### config.mk
export PLATFORM = sky130hd
export DESIGN_NAME = quet_hienthi_led
export DESIGN_NICKNAME = d
export VERILOG_FILES = /design/src/rtl/quet_hienthi_led.sv
export SDC_FILE = /design/constraint.sdc
export NUM_CORES = 1
export LEC_CHECK = 0
export BUFFER_PORTS_ARGS = -buffer_cell sky130_fd_sc_hd__buf_4
export CORE_ASPECT_RATIO = 1.4
export CORE_MARGIN = 2
export CORE_UTILIZATION = 57
export DETAILED_ROUTE_END_ITERATION = 12
export PLACE_DENSITY = 0.85
export SKIP_CTS_REPAIR_TIMING = 1
export SYNTH_ARGS = -nofsm -noshare
export SYNTH_HDL_FRONTEND = slang
export SYNTH_SLANG_ARGS = --single-unit
### constraint.sdc
create_clock -name clk -period 2.6 [get_ports clk]
set_clock_uncertainty 0.2 [all_clocks]
set_input_delay 0.26 -clock clk [delete_from_list [all_inputs] [get_ports clk]]
set_output_delay 0.26 -clock clk [all_outputs]
set_load 0.02 [all_outputs]
### src/rtl/quet_hienthi_led.sv
// rtl/quet_hienthi_led.sv - time-multiplexed 7-segment scan controller
// Drives one BCD nibble and active-low anodes per slot, blanks each slot start, latches updates per frame.
module quet_hienthi_led #(
  parameter int N_DIGITS  = 4,
  parameter int SCAN_DIV  = 50000,
  parameter int BLANK_CYC = 500
) (
  input  logic                  clk,
  input  logic                  rst_n,
  input  logic                  en,
  input  logic [4*N_DIGITS-1:0] upd_data,
  input  logic                  upd_valid,
  output logic                  upd_ready,
  input  logic                  lzs_en,
  output logic [3:0]            data,
  output logic [N_DIGITS-1:0]   an_n,
  output logic                  frame_done
);

  localparam int CNT_W = $clog2(SCAN_DIV);
  localparam int IDX_W = (N_DIGITS > 1) ? $clog2(N_DIGITS) : 1;
  localparam logic [CNT_W-1:0] CNT_LAST   = CNT_W'(SCAN_DIV - 1);
  localparam logic [CNT_W-1:0] BLANK_LAST = CNT_W'(BLANK_CYC - 1);
  localparam logic [IDX_W-1:0] IDX_LAST   = IDX_W'(N_DIGITS - 1);

  typedef enum logic [1:0] {
    IDLE  = 2'd0,
    BLANK = 2'd1,
    SHOW  = 2'd2
  } state_e;

  state_e                state_q, state_d;
  logic [IDX_W-1:0]      idx_q, idx_d;
  logic [CNT_W-1:0]      cnt_q, cnt_d;
  logic [4*N_DIGITS-1:0] disp_q, disp_d;
  logic [4*N_DIGITS-1:0] pend_q, pend_d;
  logic                  upd_ready_q, upd_ready_d;
  logic [3:0]            data_q, data_d;
  logic [N_DIGITS-1:0]   an_n_q, an_n_d;
  logic                  frame_done_q, frame_done_d;

  logic                  slot_end;
  logic                  frame_end;
  logic                  move;
  logic [3:0]            cur_digit;
  logic [N_DIGITS-1:0]   supp;
  logic                  zero_above;

  assign slot_end  = (state_q == SHOW) && (cnt_q == CNT_LAST);
  assign frame_end = slot_end && (idx_q == IDX_LAST);
  // A held update is pending exactly while upd_ready is low.
  assign move      = !upd_ready_q && ((state_q == IDLE) || frame_end);
  assign cur_digit = disp_q[{idx_q, 2'b00} +: 4];

  always_comb begin
    supp       = '0;
    zero_above = 1'b1;
    for (int i = N_DIGITS - 1; i >= 1; i--) begin
      zero_above = zero_above && (disp_q[4*i +: 4] == 4'd0);
      supp[i]    = lzs_en && zero_above;
    end
  end

  always_comb begin
    state_d = state_q;
    idx_d   = idx_q;
    cnt_d   = cnt_q;
    case (state_q)
      IDLE: begin
        idx_d = '0;
        cnt_d = '0;
        if (en) state_d = BLANK;
      end
      BLANK: begin
        if (!en) begin
          state_d = IDLE;
          idx_d   = '0;
          cnt_d   = '0;
        end else begin
          cnt_d = cnt_q + CNT_W'(1);
          if (cnt_q == BLANK_LAST) state_d = SHOW;
        end
      end
      SHOW: begin
        if (!en) begin
          state_d = IDLE;
          idx_d   = '0;
          cnt_d   = '0;
        end else if (slot_end) begin
          state_d = BLANK;
          cnt_d   = '0;
          idx_d   = (idx_q == IDX_LAST) ? '0 : idx_q + IDX_W'(1);
        end else begin
          cnt_d = cnt_q + CNT_W'(1);
        end
      end
      default: begin
        state_d = IDLE;
        idx_d   = '0;
        cnt_d   = '0;
      end
    endcase
  end

  // Outputs are a registered view of the current slot; dropping en blanks them at once.
  always_comb begin
    data_d       = 4'hF;
    an_n_d       = '1;
    frame_done_d = en && frame_end;
    if (en && (state_q != IDLE)) data_d = cur_digit;
    if (en && (state_q == SHOW) && !supp[idx_q]) an_n_d = ~(N_DIGITS'(1) << idx_q);
  end

  always_comb begin
    disp_d      = disp_q;
    pend_d      = pend_q;
    upd_ready_d = upd_ready_q;
    if (move) begin
      disp_d      = pend_q;
      upd_ready_d = 1'b1;
    end else if (upd_valid && upd_ready_q) begin
      pend_d      = upd_data;
      upd_ready_d = 1'b0;
    end
  end

  always_ff @(posedge clk) begin
    if (!rst_n) begin
      state_q      <= IDLE;
      idx_q        <= '0;
      cnt_q        <= '0;
      disp_q       <= {N_DIGITS{4'hF}};
      pend_q       <= '0;
      upd_ready_q  <= 1'b1;
      data_q       <= 4'hF;
      an_n_q       <= '1;
      frame_done_q <= 1'b0;
    end else begin
      state_q      <= state_d;
      idx_q        <= idx_d;
      cnt_q        <= cnt_d;
      disp_q       <= disp_d;
      pend_q       <= pend_d;
      upd_ready_q  <= upd_ready_d;
      data_q       <= data_d;
      an_n_q       <= an_n_d;
      frame_done_q <= frame_done_d;
    end
  end

  assign upd_ready  = upd_ready_q;
  assign data       = data_q;
  assign an_n       = an_n_q;
  assign frame_done = frame_done_q;

endmodule

==> flow_metrics.env <==
export IMPL_grt_max_degree=40
export IMPL_post_route_min_period_ps=2304
export IMPL_fp_dieW_um=61.99
export IMPL_area_delta_synth_final_pct=17.72
export IMPL_place_congestion=0.8793
export IMPL_synth_edff_count=0
export IMPL_place_area_um2=2937
export IMPL_slew_violations=0
export IMPL_fp_dieArea_um2=5281
export IMPL_cts_tree="yes"
export IMPL_required_ps=2590
export IMPL_synth_seq_area_share_pct=46.25
export IMPL_finalNonFillerCells=399
export IMPL_worst_skew_pair_late_latency_ps=330
export IMPL_fmax_mhz=434.0
export IMPL_via_per_inst=5.391
export IMPL_hold_slack_ps=-19.39
export IMPL_worstMarginPinSlew_ps=541.8
export IMPL_violations="negative hold slack"
export IMPL_setup_viol=0
export IMPL_grt_pass1_wl_um=8521
export IMPL_clock_root_buffer="clkbuf_8"
export IMPL_syn_num_nets=330
export IMPL_yosys_warnings=0
export IMPL_setup_tns_ps=0
export IMPL_synth_area_leader_cell="dfxtp_1"
export IMPL_layout_area_seq_um2=1241
export IMPL_synth_area_um2=2684
export IMPL_nFillCells=357
export IMPL_fin_crit_sh_pct=88.62
export IMPL_synthFlopType="dfxtp_1"
export IMPL_post_drt_wl_per_cell_um=12.81
export IMPL_ant_nets=0
export IMPL_dp_cells=378
export IMPL_total_power_uw=2088
export IMPL_core_area_um2=4536
export IMPL_hold_violations=7
export IMPL_diodes=0
export IMPL_ir_drop_uv=518.6
export IMPL_critPathLaunchType="register"
export IMPL_grt_pass1_vias=1997
export IMPL_ys_top_cells_by_area="dfxtp_1 46%, nand2_1 7.1%, ha_1 4.2%"
export IMPL_crit_buf_inv=1
export IMPL_vias=2151
export IMPL_slew_limit_headroom_pct=63.88
export IMPL_critPathSlowestCell="or4_4"
export IMPL_firstDrtPassIters=4
export IMPL_multi_input_area_um2=1284
export IMPL_cts_inserted_buffers=9
export IMPL_drive_gt1_share_pct=16.32
export IMPL_clk_path_buf_depth=2
export IMPL_routed_wl_um=5111
export IMPL_cap_violations=0
export IMPL_antenna_found_initial=0
export IMPL_path_max_fanout=33
export IMPL_clock_sinks=62
export IMPL_grt_usage_pct=21.66
export IMPL_ys_types=38
export IMPL_pin_count=31
export IMPL_crit_path_end_kind="register"
export IMPL_layout_setup_ws_ps=295.8
export IMPL_power_density_nw_per_um2=660.9
export IMPL_start_util_pct=59.17
export IMPL_holdCritPathClass="input pin to register"
export IMPL_remaining_drc_errors=0
export IMPL_avgSynthCellArea_um2=8.946
export IMPL_grtUsageMet3_pct=7.774
export IMPL_crit_family="simple AND/OR/NAND/NOR gates"
export IMPL_layout_nets=365
export IMPL_crit_arrival_ps=2290
export IMPL_grt_util_met2_pct=34.00
export IMPL_worstPathCellList="or4_4, nor4_4, a31oi_2, buf_4, o21ai_0, o311ai_0"
export IMPL_path_class="register to register"
export IMPL_async_flop_share_pct=0
export IMPL_fin_area_um2=3159
export IMPL_htreeDepth=3
export IMPL_rsz0062_at_grt="no"
export IMPL_synth_cells=300
export IMPL_max_stage_delay_ps=560
export IMPL_grt_overflow=0
export IMPL_portBuffers=30
export IMPL_fp_row_count=29
export IMPL_top_usage_layer="met2"
export IMPL_pre_cts_slack_ps=301.4
export IMPL_use_met1_pct=25.54
export IMPL_yosysTopAreaCellShare_pct=46.25
export IMPL_synth_seq_cells=62
export IMPL_leakage_uw=0.001140
export IMPL_status="finished, violations left"
export IMPL_dp_hpwl_um=3582
export IMPL_die_h_um=85.19
export IMPL_clk_pin_slew_ps=60
export IMPL_initialDrtViolationCount=131
per-layer routing:
metal / vias to the layer above / routed length (um)
met3: 12 / 231
met2: 54 / 2627
met4: 0 / 114
li1: 1095 / -
met1: 990 / 2137
met5: - / 0
flip-flops by register name, summed over array words and instances, names as in the netlist:
name / cells
pend_q: 16
upd_ready: 1
an_n: 4
frame_done: 1
data: 4
state_q: 2
idx_q: 2
disp_q: 16
cnt_q: 16
cell usage after synthesis, types with 2 or more instances:
cell and instances:
a21oi_1 6, nand2_1 51, nand4_1 2, and3_1 4, or4_1 2, o21ai_0 18
nand3_1 9, mux4_2 4, nor2_1 22, clkbuf_1 15, xnor2_1 7, xor2_1 7
nor2b_1 2, o311ai_1 12, dfxtp_1 62, nand4b_1 2, o41ai_1 2, o311ai_0 4
and2_1 2, nor3_1 2, or3_1 4, a21boi_0 13, ha_1 9, inv_1 23
nor4_1 3
cells in the final DEF, fill, tap and decap left out, drive strengths merged, types with 4 or more instances in the layout:
cell | synthesis | routed
clkbuf | 15 | 10
a21boi | 14 | 14
o21ai | 19 | 19
dfxtp | 62 | 62
xnor2 | 7 | 7
nor4 | 4 | 4
buf | 2 | 33
inv | 23 | 23
xor2 | 7 | 7
a21oi | 6 | 6
or3 | 4 | 4
ha | 9 | 9
dlygate4sd3 | 0 | 8
o311ai | 16 | 16
nor2 | 22 | 22
nand2 | 51 | 51
and3 | 4 | 4
mux4 | 4 | 4
nand3 | 9 | 9
worst min-delay path, delay by kind of cell:
kind                   cells  cell delay, ps
buffers and inverters      1             110
AO/OA/AOI/OAI              1              60
AND/OR/NAND/NOR            1              40
per-stage QoR:
step	hold slack [ps]	utilization [%]
after CTS	-39.22	67.89
after floorplan	196.0	-
final	-19.39	69.66
after detailed placement	249.4	64.74
after global routing	0.2576	69.66
after global placement	244.0	64.74
final timing paths:
path | slack [ps] | start | cells past startpoint | endpoint
setup / recovery | 300 | cnt_q[10]$_SDFF_PN0_ | 6 | disp_q[8]$_SDFFE_PN1P_
hold / removal | -20 | upd_data[11] | 3 | pend_q[11]$_SDFFE_PN0P_
setup reg to reg | 300 | cnt_q[10]$_SDFF_PN0_ | 6 | disp_q[8]$_SDFFE_PN1P_
hold reg to reg | 260 | pend_q[13]$_SDFFE_PN0P_ | 2 | pend_q[13]$_SDFFE_PN0P_
cell families after synthesis:
kind of cell    Yosys count  synth area share [%]
simple gates            111                 19.91
xor+xnor                 14                 4.569
buf+inv                  40                 5.920
flops                    62                 46.25
fa+ha+maj                 9                 4.196
mux                       5                 3.776
compound gates           59                 15.38
power breakdown:
part / leakage, uW / switching, uW / internal, uW
sequential: 0.000506 / 51.9 / 1020
combinational: 0.000556 / 213 / 150
clock: 0.0000776 / 327 / 324
cell type report:
type | count | area share (%)
inverter | 23 | 2.733
tap | 62 | 2.455
timing repair buffer | 41 | 10.38
sequential | 62 | 39.29
clock buffer | 10 | 4.040
multi-input combinational | 198 | 40.63
clock inverter | 3 | 0.4752
No activity file was read; power rests on OpenSTA's default activity.
